<file path="src/rtl/mul_div_unit_pkg.sv">
// rtl/mul_div_unit_pkg.sv - op encodings, iteration count and FSM state type for the multiply/divide unit
package mul_div_unit_pkg;

  localparam logic [2:0] MD_MULT  = 3'd0;
  localparam logic [2:0] MD_MULTU = 3'd1;
  localparam logic [2:0] MD_DIV   = 3'd2;
  localparam logic [2:0] MD_DIVU  = 3'd3;
  localparam logic [2:0] MD_MTHI  = 3'd4;
  localparam logic [2:0] MD_MTLO  = 3'd5;

  localparam int MD_ITERS = 32;

  typedef enum logic {
    ST_IDLE = 1'b0,
    ST_RUN  = 1'b1
  } md_state_e;

  function automatic logic md_is_iterative(input logic [2:0] op);
    return (op == MD_MULT) || (op == MD_MULTU) || (op == MD_DIV) || (op == MD_DIVU);
  endfunction

endpackage

</file>
<file path="src/rtl/mul_div_unit_if.sv">
// rtl/mul_div_unit_if.sv - issue/result bundle between the execute stage and the multiply/divide unit
interface mul_div_unit_if #(
  parameter int WIDTH = 32
);
  logic             start;
  logic [2:0]       op;
  logic [WIDTH-1:0] a;
  logic [WIDTH-1:0] b;
  logic             busy;
  logic [WIDTH-1:0] hi;
  logic [WIDTH-1:0] lo;

  modport master (output start, op, a, b, input busy, hi, lo);
  modport slave  (input start, op, a, b, output busy, hi, lo);
endinterface

</file>
<file path="src/rtl/mul_div_unit.sv">
// rtl/mul_div_unit.sv - iterative MULT/MULTU/DIV/DIVU unit owning HI/LO, one bit per cycle
module mul_div_unit
  import mul_div_unit_pkg::*;
#(
  parameter int WIDTH = 32
) (
  input  logic          clk,
  input  logic          rst,
  mul_div_unit_if.slave md
);

  localparam int ITERS = MD_ITERS;
  localparam int CW    = $clog2(ITERS);

  md_state_e          state_q, state_d;
  logic [CW-1:0]      cnt_q, cnt_d;
  logic [2*WIDTH-1:0] sr_q, sr_d;
  logic [WIDTH-1:0]   m_q, m_d;
  logic [WIDTH-1:0]   a_q, a_d;
  logic [WIDTH-1:0]   hi_q, hi_d, lo_q, lo_d;
  logic               is_div_q, is_div_d;
  logic               neg_q, neg_d;
  logic               rem_neg_q, rem_neg_d;
  logic               bzero_q, bzero_d;

  logic               last;
  logic               sgn;
  logic [WIDTH-1:0]   mag_a, mag_b;
  logic [WIDTH:0]     add_sum, rem_sh, diff;
  logic [2*WIDTH-1:0] mul_next, div_next, step, prod;
  logic [WIDTH-1:0]   quo, rem;

  assign last  = (cnt_q == CW'(ITERS - 1));
  assign sgn   = (md.op == MD_MULT) || (md.op == MD_DIV);
  assign mag_a = (sgn && md.a[WIDTH-1]) ? -md.a : md.a;
  assign mag_b = (sgn && md.b[WIDTH-1]) ? -md.b : md.b;

  // Multiply: sr = {accumulator, remaining multiplier bits}, shifted right with the add carry.
  assign add_sum  = {1'b0, sr_q[2*WIDTH-1:WIDTH]} + (sr_q[0] ? {1'b0, m_q} : '0);
  assign mul_next = {add_sum, sr_q[WIDTH-1:1]};

  // Divide: sr = {remainder, dividend/quotient}, shifted left; restore by simply not subtracting.
  assign rem_sh   = sr_q[2*WIDTH-1:WIDTH-1];
  assign diff     = rem_sh - {1'b0, m_q};
  assign div_next = diff[WIDTH] ? {rem_sh[WIDTH-1:0], sr_q[WIDTH-2:0], 1'b0}
                                : {diff[WIDTH-1:0],   sr_q[WIDTH-2:0], 1'b1};

  assign step = is_div_q ? div_next : mul_next;
  assign prod = neg_q ? -step : step;
  assign quo  = neg_q ? -step[WIDTH-1:0] : step[WIDTH-1:0];
  assign rem  = rem_neg_q ? -step[2*WIDTH-1:WIDTH] : step[2*WIDTH-1:WIDTH];

  always_ff @(posedge clk) begin
    if (rst) begin
      state_q <= ST_IDLE;
    end else begin
      state_q <= state_d;
    end
  end

  always_comb begin
    state_d = state_q;
    case (state_q)
      ST_IDLE: if (md.start && md_is_iterative(md.op)) state_d = ST_RUN;
      ST_RUN:  if (last) state_d = ST_IDLE;
      default: state_d = ST_IDLE;
    endcase
  end

  always_comb begin
    md.busy = (state_q == ST_RUN);
    md.hi   = hi_q;
    md.lo   = lo_q;
  end

  always_comb begin
    cnt_d     = cnt_q;
    sr_d      = sr_q;
    m_d       = m_q;
    a_d       = a_q;
    hi_d      = hi_q;
    lo_d      = lo_q;
    is_div_d  = is_div_q;
    neg_d     = neg_q;
    rem_neg_d = rem_neg_q;
    bzero_d   = bzero_q;
    if (state_q == ST_IDLE) begin
      if (md.start && md_is_iterative(md.op)) begin
        is_div_d  = (md.op == MD_DIV) || (md.op == MD_DIVU);
        neg_d     = sgn && (md.a[WIDTH-1] ^ md.b[WIDTH-1]);
        rem_neg_d = sgn && md.a[WIDTH-1];
        bzero_d   = (md.b == '0);
        a_d       = md.a;
        cnt_d     = '0;
        m_d       = is_div_d ? mag_b : mag_a;
        sr_d      = {{WIDTH{1'b0}}, (is_div_d ? mag_a : mag_b)};
      end else if (md.start && md.op == MD_MTHI) begin
        hi_d = md.a;
      end else if (md.start && md.op == MD_MTLO) begin
        lo_d = md.a;
      end
    end else begin
      sr_d  = step;
      cnt_d = cnt_q + 1'b1;
      if (last) begin
        if (!is_div_q) begin
          {hi_d, lo_d} = prod;
        end else if (bzero_q) begin
          hi_d = a_q;
          lo_d = '1;
        end else begin
          hi_d = rem;
          lo_d = quo;
        end
      end
    end
  end

  always_ff @(posedge clk) begin
    if (rst) begin
      cnt_q     <= '0;
      sr_q      <= '0;
      m_q       <= '0;
      a_q       <= '0;
      hi_q      <= '0;
      lo_q      <= '0;
      is_div_q  <= 1'b0;
      neg_q     <= 1'b0;
      rem_neg_q <= 1'b0;
      bzero_q   <= 1'b0;
    end else begin
      cnt_q     <= cnt_d;
      sr_q      <= sr_d;
      m_q       <= m_d;
      a_q       <= a_d;
      hi_q      <= hi_d;
      lo_q      <= lo_d;
      is_div_q  <= is_div_d;
      neg_q     <= neg_d;
      rem_neg_q <= rem_neg_d;
      bzero_q   <= bzero_d;
    end
  end

endmodule

</file>
<file path="src/flat_wrapper.sv">
// flat-port wrapper written by rule: the top's interface ports become plain ports
module mul_div_unit_flat import mul_div_unit_pkg::*;
#(
  parameter int WIDTH = 32
)
  (clk, rst, md_start, md_op, md_a, md_b, md_busy, md_hi, md_lo);
  mul_div_unit_if #(.WIDTH(WIDTH)) md_i ();
  input  logic clk;
  input  logic rst;
  input wire logic [$bits(md_i.start)-1:0] md_start;
  input wire logic [$bits(md_i.op)-1:0] md_op;
  input wire logic [$bits(md_i.a)-1:0] md_a;
  input wire logic [$bits(md_i.b)-1:0] md_b;
  output wire logic [$bits(md_i.busy)-1:0] md_busy;
  output wire logic [$bits(md_i.hi)-1:0] md_hi;
  output wire logic [$bits(md_i.lo)-1:0] md_lo;
  assign md_i.start = md_start;
  assign md_i.op = md_op;
  assign md_i.a = md_a;
  assign md_i.b = md_b;
  assign md_busy = md_i.busy;
  assign md_hi = md_i.hi;
  assign md_lo = md_i.lo;
  mul_div_unit #(.WIDTH(WIDTH)) u_core (.clk(clk), .rst(rst), .md(md_i));
endmodule
</file>
<file path="config.mk">
export PLATFORM = sky130hd
export DESIGN_NAME = mul_div_unit_flat
export DESIGN_NICKNAME = d
export VERILOG_FILES = /design/src/rtl/mul_div_unit_pkg.sv /design/src/rtl/mul_div_unit_if.sv /design/src/rtl/mul_div_unit.sv /design/src/flat_wrapper.sv
export SDC_FILE = /design/constraint.sdc
export NUM_CORES = 1
export LEC_CHECK = 0
export ABC_AREA = 1
export CORE_AREA = 2 2 205 167
export DETAILED_ROUTE_END_ITERATION = 10
export DIE_AREA = 0 0 207 169
export MAX_ROUTING_LAYER = met4
export PLACE_DENSITY = 0.83
export SLEW_MARGIN = 5
export SYNTH_ARGS = -nofsm -noshare
export SYNTH_HDL_FRONTEND = slang
export SYNTH_SLANG_ARGS = --single-unit
</file>
<file path="constraint.sdc">
create_clock -name clk -period 11.8 [get_ports clk]
set_input_delay 3.54 -clock clk [delete_from_list [all_inputs] [get_ports clk]]
set_output_delay 3.54 -clock clk [all_outputs]
set_load 0.005 [all_outputs]
</file>
==> run_results.csv <==
group,metric,value,unit
status,result_of_the_run,"finished clean",
clocking,ctsHoldBuffers,0,
sta,unrepaired_setup_endpoints_after_global_routing,"no",
run,max_cap_viol_count,0,
clocking,cts_post_setup_buffers_inserted,0,
sta,finalCriticalPeriod,7.046,ns
place,portBuffers,134,
logic_synthesis,seq_area_frac_synth,0.2066,
final_layout,final_layout_size_suffix_gt1_frac,0.05584,
sta,fin_setup_tns,0,ns
floorplanning,placeableCoreArea,33030,µm²
logic_synthesis,syn_avg_cell_area,5.642,µm²
floorplanning,fp.dieArea,34980,µm²
sta,worst_clock_skew,0.02162,ns
logic_synthesis,synth-simple-area-share,0.3971,
sta,timing.slew.headroom,0.1492,
worst_setup_path,critical_path.max_stage_delay,0.77,ns
final_layout,areaGrowthSynthToFinish,11.57,%
worst_setup_path,arrival,7.49,ns
sta,fin_hold_ws,0.4776,ns
worst_setup_path,worst-endpoint-required,12.25,ns
worst_setup_path,worst_path_dominant_cell_family,"buffers and inverters",
floorplanning,die_y,169,µm
clocking,cts-root-to-sink-buffers,3,
logic_synthesis,mappedNetlistArea,19570,µm²
detailed_routing,first_pass_iters,7,
grt,first_global_vias,21570,
clocking,cts.reportedPaths.clkPinSlew,0.07,ns
power,ir_worst_vdd,125.8,µV
detailed_routing,remaining_design_rule_violation_count,0,
logic_synthesis,ys_types,64,
worst_setup_path,critical_path.max_fanout,31,
clocking,clock_latency,0.56,ns
logic_synthesis,multiplexer_share_of_the_synthesized_area,0,
power,areal_power_density_over_the_cells,110.9,nW/µm²
floorplanning,number_of_top_level_pins,135,
worst_setup_path,worstSetupPathType,"in2reg",
detailed_routing,wire_per_inst,21.62,µm
floorplanning,die_x,207,µm
clocking,clock_tree.root_cell,"clkbuf_16",
logic_synthesis,yosys.area_share.xor_xnor,0.03848,
logic_synthesis,syn_inst,3469,
detailed_routing,drtIter0Drc,4535,
logic_synthesis,postSynthRegisterBits,202,
place,dpl.hpwl,67470,µm
logic_synthesis,yosys_warnings,0,
power,report.power.total,2.421,mW
worst_setup_path,worstPathCellList,"clkdlybuf4s50_1 -> inv_1 -> nand2_1 -> nor2_1 -> inv_1 -> buf_4 -> o21ai_0 -> inv_1 -> nand2_1 -> a21oi_1 -> clkinv_1 -> a311oi_1 -> o31ai_1 -> o211ai_1 -> inv_1",
logic_synthesis,synth_adder_area_share,0.04679,
detailed_routing,via_count,24360,
logic_synthesis,synth_top_area_frac,0.2066,
grt,grt_max_degree,115,
sta,setup_viol,0,
min_path,hold_class,"reg2reg",
worst_setup_path,critical_path.endpoint_type,"flip-flop",
worst_setup_path,cp_bufs_invs,7,
clocking,cts_tree,"built",
sta,fmaxAchievable,0.1419,GHz
worst_setup_path,cp_common_cell,"inv_1",
clocking,cts_repair_resize_count,0,
logic_synthesis,leading_cell_types_by_total_area_after_synthesis,"dfxtp_1 (21%), nand2_1 (20%), inv_1 (9.9%)",
logic_synthesis,synth-edff-count,0,
logic_synthesis,synthMostInstantiatedCell,"nand2_1",
logic_synthesis,synth-compound-area-share,0.1773,
clocking,tritoncts.num_buffers,24,
sta,final-hold-violation-count,0,
sta,tightestPinTransition,1.271,ns
detailed_routing,ant_nets,0,
sta,report.final.slew_viol_count,0,
clocking,cts.htree.levels,1,
final_layout,final_net_count,3652,
floorplanning,initial_core_util,0.5926,
detailed_routing,viasPerCell,6.145,
logic_synthesis,combinational_family_with_the_most_area_after_synthesis,"simple AND/OR/NAND/NOR gates",
logic_synthesis,synth_top_cells_by_count,"nand2_1 (1,052), inv_1 (514), nor2_1 (351), nand3_1 (231), dfxtp_1 (202)",
logic_synthesis,synth_nets,3611,
grt,globalRoute.totalOverflow,0,
grt,global_route_wire_length_before_repair,127400,µm
detailed_routing,finalWirelength,85730,µm
grt,number_of_antenna_violations_at_the_first_check_in_global_routing,1,
grt,track_usage,0.4844,
logic_synthesis,synth_flop_cell,"dfxtp_1",
worst_setup_path,worst_path_max_delay_cell,"clkinv_1",
worst_setup_path,cp-start-kind,"input port",
sta,final.period_utilization,0.5971,
power,total_leakage_power,10.99,nW
clocking,sinks_on_the_clock_net,202,
logic_synthesis,yosysTopAreaCell,"dfxtp_1",
floorplanning,row_count,60,
place,place_congestion,1.129,
logic_synthesis,asyncSetResetFlopFracSynth,0,
flip-flops by register name, summed over array words and instances (netlist names):
signal	flops
u_core.md.hi	32
u_core.neg_q	1
u_core.m_q	32
u_core.md.busy	1
u_core.sr_q	64
u_core.is_div_q	1
u_core.cnt_q	5
u_core.md.lo	32
u_core.a_q	32
u_core.rem_neg_q	1
u_core.bzero_q	1
kinds of logic after synthesis:
group           Yosys count
compound gates          596
xor+xnor                 86
fa+ha+maj                72
buf+inv                 676
flops                   202
simple gates           1837
final cells by class:
class	instances	area, µm²
Antenna cell	3	7.507
Clock buffer	34	719.4
Clock inverter	10	90.09
Fill cell	3244	11190
Inverter	538	2021
Multi-Input combinational cell	2591	12930
Sequential cell	202	4053
Tap cell	434	543.0
Timing Repair Buffer	153	1479
worst min-delay path, delay by kind of cell (launching register included):
family / cells / cell delay, ns
flops: 1 / 0.32
compound gates: 1 / 0.05
simple gates: 1 / 0.06
power breakdown:
part,leakage [nW],internal (mW),switching (mW)
clock,0.394,0.449,0.344
combinational,8.94,0.261,0.612
sequential,1.65,0.722,0.0334
cells in the final DEF (no fill, tap or decap), drive strengths merged, types with 3 or more instances in the layout:
master         instances
clkbuf                34
xnor2                 22
clkinv                10
nor3                  39
a221o                 10
and2                   3
o22ai                 58
a31oi                 36
or2                   10
o21bai                 6
diode                  3
o221ai                 8
a22oi                  5
clkdlybuf4s50        133
nand3b                12
a221oi                 6
a21o                   4
ha                    70
a21oi                198
dfxtp                202
o31ai                  7
nand4                 46
buf                   20
nand2               1099
nor2                 382
a211oi                 5
o21a                   3
inv                  534
o21ai                213
clkinvlp               3
o211ai                28
nor4                   5
xor2                  64
nand3                238
metrics by stage:
stage	util	worst slack [ns]	std cells	cell area (µm²)
2_1_floorplan	-	5.914	3469	19570
3_3_place_gp	0.6364	4.494	3918	21020
3_5_place_dp	0.6364	4.351	3918	21020
4_1_cts	0.6609	4.911	3962	21830
5_1_grt	0.6610	4.488	3963	21830
6_report	0.6611	4.754	3965	21840
per-layer routing:
layer / vias to the layer above / part of all wire / track usage
met3: 275 / 0.17 / 0.1690
met1: 11060 / 0.40 / 0.6554
li1: 11190 / - / -
met5: - / 0 / -
met2: 1843 / 0.38 / 0.6454
met4: 0 / 0.052 / 0.2043
final timing paths:
path                          startpoint                            end  slack, ns  cells after the start
max                             md_op[2]  u_core.md.lo[30]$_SDFFE_PP0P_       4.75                     15
min           u_core.a_q[0]$_SDFFE_PP0P_     u_core.a_q[0]$_SDFFE_PP0P_       0.48                      2
max reg2reg  u_core.m_q[23]$_SDFFE_PP0P_  u_core.md.hi[10]$_SDFFE_PP0P_       5.46                     30
min reg2reg   u_core.a_q[0]$_SDFFE_PP0P_     u_core.a_q[0]$_SDFFE_PP0P_       0.48                      2
No activity file was read; power rests on OpenSTA's default activity.
